$ cat config.mk
export PLATFORM = sky130hd
export DESIGN_NAME = spi_switch_arbiter
export DESIGN_NICKNAME = d
export VERILOG_FILES = /design/src/rtl/spi_switch_arbiter.sv
export SDC_FILE = /design/constraint.sdc
export NUM_CORES = 1
export LEC_CHECK = 0
export CAP_MARGIN = 20
export CORE_ASPECT_RATIO = 0.7
export CORE_MARGIN = 2
export CORE_UTILIZATION = 30
export DETAILED_ROUTE_END_ITERATION = 8
export GPL_ROUTABILITY_DRIVEN = 1
export PLACE_DENSITY = 0.47
export SYNTH_ARGS = -nofsm -noshare
export SYNTH_HDL_FRONTEND = slang
export SYNTH_SLANG_ARGS = --single-unit
export TNS_END_PERCENT = 100
$ cat constraint.sdc
create_clock -name clk -period 3.3 [get_ports clk]
set_input_delay 0.33 -clock clk [delete_from_list [all_inputs] [get_ports clk]]
set_output_delay 0.33 -clock clk [all_outputs]
set_load 0.02 [all_outputs]
$ cat src/rtl/spi_switch_arbiter.sv
// spi_switch_arbiter: round-robin owner arbitration for SPI masters sharing one bus,
// with frame-safe release, a post-release guard gap and optional hold-time preemption.
module spi_switch_arbiter #(
    parameter int unsigned PORTS        = 3,
    parameter int unsigned GUARD_CYCLES = 4,
    parameter int unsigned MAX_HOLD     = 0
) (
    input  logic             clk,
    input  logic             rst_L,
    input  logic [PORTS-1:0] req,
    input  logic [PORTS-1:0] ss_L_ports,
    output logic [PORTS-1:0] grant,
    output logic [PORTS-1:0] select,
    output logic             busy,
    output logic             preempt
);
    localparam int unsigned OW = $clog2(PORTS);
    localparam logic [PORTS-1:0] ONE = 1;

    typedef enum logic [1:0] {IDLE, GRANT, GUARD} state_t;

    state_t          state;
    logic [OW-1:0]   owner;
    logic [15:0]     hold_cnt;
    logic [7:0]      guard_cnt;
    logic [OW-1:0]   win_idx;
    logic [OW-1:0]   rr_idx;
    logic            win_found;
    logic [15:0]     hold_inc;
    logic            own_req;
    logic            own_ss_idle;
    logic            others;
    logic            rel_pre;
    logic            rel;

    // Search starts just after the previous owner so it naturally lands last.
    always_comb begin
        win_idx   = owner;
        win_found = 1'b0;
        rr_idx    = owner;
        for (int i = 1; i <= int'(PORTS); i++) begin
            rr_idx = OW'((int'(owner) + i) % int'(PORTS));
            if (!win_found && req[rr_idx]) begin
                win_found = 1'b1;
                win_idx   = rr_idx;
            end
        end
    end

    assign own_req     = req[owner];
    assign own_ss_idle = ss_L_ports[owner];
    assign others      = |(req & ~grant);
    assign hold_inc    = (hold_cnt == 16'hFFFF) ? hold_cnt : hold_cnt + 16'd1;
    // hold_inc counts the current cycle, so an owner keeps the bus exactly MAX_HOLD cycles.
    assign rel_pre     = (MAX_HOLD != 0) && own_req && others && (hold_inc >= 16'(MAX_HOLD));
    assign rel         = (!own_req || rel_pre) && own_ss_idle;

    always_ff @(posedge clk or negedge rst_L) begin
        if (!rst_L) begin
            state     <= IDLE;
            grant     <= '0;
            select    <= '0;
            busy      <= 1'b0;
            preempt   <= 1'b0;
            owner     <= OW'(PORTS - 1);
            hold_cnt  <= '0;
            guard_cnt <= '0;
        end else begin
            preempt <= 1'b0;
            case (state)
                IDLE: begin
                    if (win_found) begin
                        state    <= GRANT;
                        grant    <= ONE << win_idx;
                        select   <= ONE << win_idx;
                        owner    <= win_idx;
                        hold_cnt <= '0;
                        busy     <= 1'b1;
                    end
                end
                GRANT: begin
                    hold_cnt <= hold_inc;
                    if (rel) begin
                        grant     <= '0;
                        select    <= '0;
                        preempt   <= rel_pre;
                        guard_cnt <= 8'(GUARD_CYCLES);
                        state     <= (GUARD_CYCLES == 0) ? IDLE : GUARD;
                        busy      <= (GUARD_CYCLES != 0);
                    end
                end
                GUARD: begin
                    guard_cnt <= guard_cnt - 8'd1;
                    if (guard_cnt <= 8'd1) begin
                        state <= IDLE;
                        busy  <= 1'b0;
                    end
                end
                default: state <= IDLE;
            endcase
        end
    end
endmodule

* Word-level counts from Yosys, hierarchy flattened
Cells that the tools add are included.
** Storage, ports and cells
- Output and inout port bits :: 8
- Flip-flop bits (word level) :: 16
- Logic and storage cells :: 67
- Input port bits :: 8
** Cells by class
- Reductions and logical operators :: 15
- Mux-type cells :: 29
- Eq/ne operators :: 5
- Div/mod/pow operators :: 3
- $add $sub $neg :: 4
- Shift-type cells :: 1
- Order comparisons :: 5
** Operators with widths (number)
- modulo 32 x 3 -> 32 bit, second input constant :: 3
- case mux 8 bit (2 select lines) :: 1
- < comparator 2 x 3 -> 1 bit, second input constant :: 4
- 2-to-1 mux 2 bit :: 6
- 2-to-1 mux 1 bit :: 11
- binary-select mux 1 bit (select 2 bit) :: 5
- less-or-equal comparator 8 x 1 -> 1 bit, second input constant :: 1
- 2-to-1 mux 8 bit :: 1
- subtractor 8 x 1 -> 8 bit, second input constant :: 1
- adder 2 x 2 -> 3 bit, second input constant :: 2
- 2-to-1 mux 3 bit :: 2
- inequality test 2 bit, second input constant :: 3
- case mux 2 bit (3 select lines) :: 1
- case mux 3 bit (2 select lines) :: 1
- AND reduction 3 bit :: 2
- AND reduction 2 bit :: 2
- AND reduction 4 bit :: 1
- nonzero test 2 bit :: 2
- adder 2 x 1 -> 3 bit, second input constant :: 1
- logical AND 1 bit :: 3
- logical NOT 1 bit :: 3
- case mux 1 bit (3 select lines) :: 1
- nonzero test 3 bit :: 1
- left shift 1 x 2 -> 3 bit, first input constant :: 1
- 3 further kinds :: 3

* Depth between registers and ports, before layout
Gate-level depths: netlist (run 1).
- Word-level depth :: 14
- Depth in mapped cells :: 7
- Depth with buffers taken out :: 7

* Worst setup path before layout (run 1)
OpenSTA, ideal clock, no wires.
- Path type :: reg2reg
- Start :: register owner[1]
- End :: register select[0]
- Clock period less this slack :: 1827 ps
- Setup slack :: 1473 ps
- Arrival time :: 1694 ps
- Setup time :: 132 ps
- Buffers on the path :: 0
- Cell stages (with the launch flop) :: 8
- Cells stage by stage :: dfstp_2 inv_1 ha_1 a22o_1 a211oi_2 o211ai_1 a21boi_2 a211oi_2
** On the way
- Longest elaborated chain between the ends :: 14
** RTL lines
- from (decl) :: line 23 : logic [OW-1:0] owner;
- from (signal assigned) :: line 65 : owner <= OW'(PORTS - 1);
- from (signal assigned) :: line 76 : owner <= win_idx;
- adder 2 x 1 -> 3 bit :: line 42 : rr_idx = OW'((int'(owner) + i) % int'(PORTS));
- modulo 32 x 3 -> 32 bit :: line 42
- binary-select mux 1 bit (select 2 bit) :: line 43 : if (!win_found && req[rr_idx]) begin
- 2-to-1 mux 1 bit (implied by the code) :: line 43
- 2-to-1 mux 1 bit :: line 43
- logical NOT 1 bit :: line 43
- logical AND 1 bit :: line 43
- 2-to-1 mux 1 bit :: line 43
- logical NOT 1 bit :: line 43
- logical AND 1 bit :: line 43
- 2-to-1 mux 2 bit :: line 43
- left shift 1 x 2 -> 3 bit :: line 75 : select <= ONE << win_idx;
- 2-to-1 mux 3 bit :: line 72 : if (win_found) begin
- case mux 3 bit (2 select lines) :: line 70 : case (state)
- to (signal assigned) :: line 75
- to (decl) :: line 13 : output logic [PORTS-1:0] select,
Parallel ways exist; a longest one is shown, timed or not. The select of a mux whose other input is x is not followed.
A chain may end at the register's enable or synchronous reset.

* Final worst setup path (run 1)
- Start :: register owner[1]
- End :: register select[1]
Same word-level chain as after synthesis.

==> results of run 1 <==
## through the flow
stage / total power, mW / setup WS, ns / hold slack (ns)
after floorplan: 0.8101 / 1.473 / 0.03441
final: 1.129 / 1.249 / 0.4827
after detailed placement: 0.9557 / 1.172 / 0.4797
after global routing: 1.226 / 1.129 / 0.5147
after CTS: 1.137 / 1.247 / 0.4885
after global placement: 0.9547 / 1.213 / 0.4771
## report_power, final
part	switching, mW	internal (mW)	total, mW
sequential	0.0739	0.276	0.350
clock	0.0691	0.106	0.175
combinational	0.338	0.267	0.605
## final timing paths
path | endpoint | depth (start not counted)
min reg2reg | guard_cnt[6] | 1
max reg2reg | select[1] | 7
min in group asynchronous | guard_cnt[4] | 1
max | select[1] | 7
max in group asynchronous | select[0] | 1
min | guard_cnt[6] | 1
## sequential cells by signal (all words and copies together), names as in the netlist
name / count
guard_cnt: 8
owner: 2
select: 3
state: 2
busy: 1
## critical path: cells and delay by family (launching register included)
kind	cells	cell delay, ns
AND/OR/NAND/NOR	1	0.08
flip-flops	1	0.59
AO/OA/AOI/OAI	4	0.98
adder cells (fa/ha/maj)	1	0.24
buffers and inverters	1	0.09
## cell families (layout without fill, tap and decap cells)
group | Yosys count | count (layout) | share of synthesized area [%]
XOR/XNOR | 1 | 1 | 0.8676
adder cells (fa/ha/maj) | 6 | 6 | 7.435
flip-flops | 16 | 16 | 39.78
AND/OR/NAND/NOR | 32 | 32 | 15.24
multiplexers | 2 | 2 | 1.983
other | 1 | 1 | 0.3714
AO/OA/AOI/OAI | 33 | 33 | 27.26
buffers and inverters | 14 | 26 | 7.063
## layout make-up
cell class | instances | area [sq um]
Inverter | 8 | 30.03
Multi-Input combinational cell | 75 | 536.8
Fill cell | 332 | 1979
Tap cell | 38 | 47.55
Clock buffer | 4 | 55.05
Timing Repair Buffer | 14 | 140.1
Sequential cell | 16 | 401.6
## placed cells by master, fill, tap and decap left out, drive strengths merged, types with 2 or more instances in the layout
| cell | instances |
|---|---|
| nor2b | 2 |
| o21ai | 5 |
| inv | 8 |
| mux2i | 2 |
| dfrtp | 15 |
| nand3 | 5 |
| a31o | 3 |
| o211ai | 2 |
| ha | 6 |
| clkbuf | 4 |
| clkdlybuf4s50 | 14 |
| nor3 | 2 |
| o311ai | 2 |
| a211oi | 2 |
| a21oi | 3 |
| nor2 | 4 |
| nand2b | 3 |
| o41ai | 2 |
| a31oi | 3 |
| a21o | 2 |
| o22ai | 2 |
| nand2 | 13 |
## layer usage
metal / routed length [um] / part of all wire [%]
met1: 1121 / 53
met2: 907 / 43
met3: 88 / 4.1
met4: 7 / 0.33
met5: 0 / 0
==> metrics.csv, run 1 <==
stage,metric,value,unit
yosys,synth_top_area_share,37.17,%
die,rows,17,
global_route,grtUsageMet2,20.27,%
power,power_density,932.6,nW/um^2
global_route,met1_usage,17.10,%
placement,routabilityCongestion,0.7130,
global_route,busiest_layer,met2,
timing,worst_pin_slew,0.7337,ns
layout,drive_gt1_share,12.82,%
clock_tree,cts_root_buffer,clkbuf_8,
yosys,synth.cell_area,1010,sq um
power,ir_drop,411.6,uV
clock_tree,cts_htree_levels,1,
timing,max_slew_margin,50.93,%
timing,grt_setup_unrepaired,no,
clock_tree,cts_hold_buf,0,
global_route,grt_pass1_wl,3746,um
placement,dp_hpwl,1613,um
clock_tree,cts_sinks,16,
yosys,synth_most_common_cell,dfrtp_1,
critical_path,critical_path.max_stage_delay,0.59,ns
die,core_area,3191,sq um
placement,place_area,1156,sq um
critical_path,regToRegStartpoint,owner[1],
critical_path,slowest_stage,dfstp_2,
die,io_pins,16,
layout,area_delta_synth_final,19.95,%
global_route,met3_usage,4.615,%
global_route,grt-ovfl-total,0,
die,start_util,31.65,%
layout,stdcell_area,1211,sq um
power,cellLeakagePower,0.5071,nW
placement,place_inst,151,
yosys,synth-edff-count,0,
yosys,synth_nets,119,
timing,hold_viol_final,0,
status,outcome,completed,
layout,diodes,0,
yosys,yosys_most_used_dff,dfrtp_1,
clock_tree,clockBufferDepth,2,
route,drtIter0Drc,31,
yosys,yosys.area.top_type,dfrtp_1,
die,die_x,73.34,um
route,first_pass_iters,4,
placement,port_buffers,14,
critical_path,critPathLaunch,owner[1],
critical_path,worstPathMaxFanout,6,
critical_path,worstPathCellList,inv_1 -> ha_1 -> a22o_1 -> a211oi_2 -> nor2_2 -> o22ai_1 -> a31o_1,
critical_path,required,3.49,ns
clock_tree,path_clk_slew,0.07,ns
yosys,syn_area_per_cell,9.616,sq um
die,dieArea,3853,sq um
yosys,ys.warnings.count,0,
yosys,netlist_top_cells_area,"dfrtp_1 37%, ha_1 7.4%, nand2_1 4.8%",
yosys,ys_ff_latch,16,
yosys,synth_commonest_cells,"15 x dfrtp_1, 13 x nand2_1, 8 x inv_1",
timing,slew_violations,0,
yosys,synth-async-reset-ratio,100.0,%
timing,skew,0.002440,ns
critical_path,cp-end-kind,flop,
yosys,synthCells,105,
die,die_h,52.54,um
global_route,grt_usage,12.81,%
job,maxCapViolCount,0,
critical_path,rrSetupSlack,1.25,ns
route,vias,822,
route,drcViolationCount,0,
hold_path,min_from,guard_cnt[6],
global_route,grt_pass1_vias,836,
route,viasPerCell,5.303,
clock_tree,postCtsSetupRepairBufs,0,
global_route,antenna_found_initial,0,
clock_tree,clk_latency,0.25,ns
yosys,yosysSeqAreaShare,39.78,%
yosys,synth.distinct_cells,38,
timing,fin_setup_tns,0,ns
layout,fin_util,37.96,%
clock_tree,cts-resized-gates,0,
layout,nets,132,
timing,layout_min_cycle_time,2.051,ns
critical_path,critPathKind,reg -> reg,
route,wl_per_cell,13.70,um
layout,instances_no_fill,155,
timing,setup_viol,0,
timing,fin_crit_sh,62.15,%
clock_tree,cts_tree,done,
global_route,grt_max_degree,17,
critical_path,cp_data_arrival_time,2.24,ns
route,ant_nets,0,
clock_tree,cts_made_buffers,3,
hold_path,hp-class,reg -> reg,
timing,timing.fmax,0.4876,GHz
route,totalWireLength,2124,um
critical_path,setup.worst_path.start_class,flop,
No activity file was read; power rests on OpenSTA's default activity.
==> run 2: changes to the inputs <==
--- a/config.mk
+++ b/config.mk
@@ -11,7 +11,7 @@
 export CORE_UTILIZATION = 30
 export DETAILED_ROUTE_END_ITERATION = 8
 export GPL_ROUTABILITY_DRIVEN = 1
-export PLACE_DENSITY = 0.47
+export PLACE_DENSITY = 0.48
 export SYNTH_ARGS = -nofsm -noshare
 export SYNTH_HDL_FRONTEND = slang
 export SYNTH_SLANG_ARGS = --single-unit
==> constraint.sdc (replaced) <==
create_clock -name clk -period 1.8 [get_ports clk]
set_input_delay 0.18 -clock clk [delete_from_list [all_inputs] [get_ports clk]]
set_output_delay 0.18 -clock clk [all_outputs]
set_load 0.02 [all_outputs]
==> metrics.csv, run 2 (same netlist as run 1, synthesis figures left out) <==
stage,metric,value,unit,change
timing,setup_viol,2,,+2
power,cellLeakagePower,0.6051,nW,+19%
die,rows,17,,unchanged
global_route,met1_usage,19.34,%,+2.2 points
timing,fin_crit_sh,101.0,%,+39 points
clock_tree,cts_made_buffers,3,,unchanged
layout,nFillCells,307,,-7.5%
critical_path,critPathKind,reg -> reg,,
die,die_x,73.34,um,unchanged
clock_tree,cts_sinks,16,,unchanged
power,finalPower,2.408,mW,+110%
die,start_util,31.65,%,unchanged
clock_tree,cts_root_buffer,clkbuf_8,,
global_route,busiest_layer,met2,,
die,dieArea,3853,sq um,unchanged
route,vias,881,,+7.2%
placement,place_area,1269,sq um,+9.7%
layout,area_delta_synth_final,39.41,%,
timing,layout_min_cycle_time,1.819,ns,-0.2322 ns
die,die_h,52.54,um,unchanged
clock_tree,path_clk_slew,0.06,ns,about the same
placement,dp_hpwl,1777,um,+10%
die,io_pins,16,,unchanged
layout,largest-register,guard_cnt,,
job,maxCapViolCount,0,,unchanged
timing,setup_ws,-0.01867,ns,-1.268 ns
die,core_area,3191,sq um,unchanged
global_route,grt_pass1_wl,4236,um,+13%
route,ant_nets,0,,unchanged
timing,grt_setup_unrepaired,yes,,
layout,diodes,0,,unchanged
layout,final_common_cell,buf_4,,
placement,routabilityCongestion,0.7892,,+11%
layout,stdcell_area,1408,sq um,+16%
global_route,grt_max_degree,17,,unchanged
timing,skew,0.0008887,ns,-0.001552 ns
layout,reg.largest.list,"guard_cnt x8, select x3",,
global_route,met3_usage,4.231,%,-0.38 points
critical_path,rrSetupSlack,-0.02,ns,-1.27 ns
route,totalWireLength,2427,um,+14%
clock_tree,clockBufferDepth,2,,unchanged
layout,largest_reg_flops,8,,unchanged
critical_path,cp_data_arrival_time,1.96,ns,-0.28 ns
critical_path,required,1.94,ns,-1.55 ns
status,violations,negative setup slack,,
timing,timing.fmax,0.5499,GHz,+13%
critical_path,setup.worst_path.start_class,flop,,
route,drcViolationCount,0,,unchanged
global_route,grtUsageMet2,23.87,%,+3.6 points
route,drtIter0Drc,20,,-35%
timing,fin_setup_tns,-0.02103,ns,-0.02103 ns
critical_path,cp-end-kind,flop,,
layout,drive_gt1_share,32.12,%,+19 points
power,power_density,1711,nW/um^2,+83%
route,wl_per_cell,13.87,um,+1.2%
hold_path,hp-class,in -> async,,
global_route,grt-ovfl-total,0,,unchanged
timing,slew_violations,0,,unchanged
clock_tree,cts_htree_levels,1,,unchanged
placement,port_buffers,14,,unchanged
global_route,grt_pass1_vias,923,,+10%
status,outcome,"finished, violations left",,
global_route,antenna_found_initial,0,,unchanged
clock_tree,clk_latency,0.25,ns,about the same
power,ir_drop,668.0,uV,+62%
clock_tree,cts_tree,done,,
layout,final_cell_mix,"19 x buf_4, 14 x dfrtp_1, 14 x clkdlybuf4s50_1",,
clock_tree,cts_hold_buf,0,,unchanged
global_route,grt_usage,14.53,%,+1.7 points
critical_path,worstPathMaxFanout,4,,-2
route,first_pass_iters,4,,unchanged
layout,nets,152,,+15%
route,viasPerCell,5.034,,-5.1%
timing,hold_viol_final,0,,unchanged
==> run 2: critical path, cell delays in order (launching register included) <==
cell	delay [ns]
dfstp_2	0.56
inv_2	0.06
ha_4	0.16
buf_4	0.12
o221a_1	0.27
o211ai_1	0.24
a21boi_2	0.11
a31o_1	0.19
==> run 2: report_power, final <==
| group | switching [mW] | total [mW] | internal (mW) |
|---|---|---|---|
| Combinational | 0.731 | 1.45 | 0.723 |
| Clock | 0.121 | 0.315 | 0.194 |
| Sequential | 0.132 | 0.639 | 0.508 |
==> run 2: area by class of cell <==
| class | instances | area (sq um) | area share [%] |
|---|---|---|---|
| Inverter | 8 | 30.03 | 2.133 |
| Multi-Input combinational cell | 75 | 578.1 | 41.07 |
| Tap cell | 38 | 47.55 | 3.378 |
| Sequential cell | 16 | 402.9 | 28.62 |
| Clock buffer | 4 | 55.05 | 3.911 |
| Timing Repair Buffer | 34 | 294.0 | 20.89 |
==> run 2: per-stage QoR <==
step | util [%] | hold slack [ns] | setup WS [ns] | instances
6_report | 44.12 | 0.2478 | -0.01867 | 175
3_3_place_gp | 39.76 | 0.4673 | -0.04770 | 166
4_1_cts | 43.18 | 0.2491 | -0.03857 | 173
3_5_place_dp | 39.76 | 0.4742 | -0.07740 | 166
2_1_floorplan | - | -0.1156 | 0.03695 | 105
5_1_grt | 44.12 | 0.2576 | -0.08075 | 175
==> run 2: timing repair <==
action,in CTS,in global routing
endpoints found under the setup margin,7,12
setup buffers,3,2
gates resized for setup,6,6
pin swaps,6,10
gates cloned,0,0
==> run 2: final timing paths <==
path                              start           end  cells after the start
max                            owner[1]     select[2]                      7
min                               rst_L  guard_cnt[2]                      2
max reg2reg                    owner[1]     select[2]                      7
min reg2reg                guard_cnt[6]  guard_cnt[6]                      1
max in group asynchronous         rst_L      owner[1]                      2
min in group clk           guard_cnt[6]  guard_cnt[6]                      1
==> run 2: routing by layer <==
metal	routed length [um]	part of all wire [%]
met2	1093	45
met3	102	4.2
met4	0	0
met1	1231	51
met5	0	0
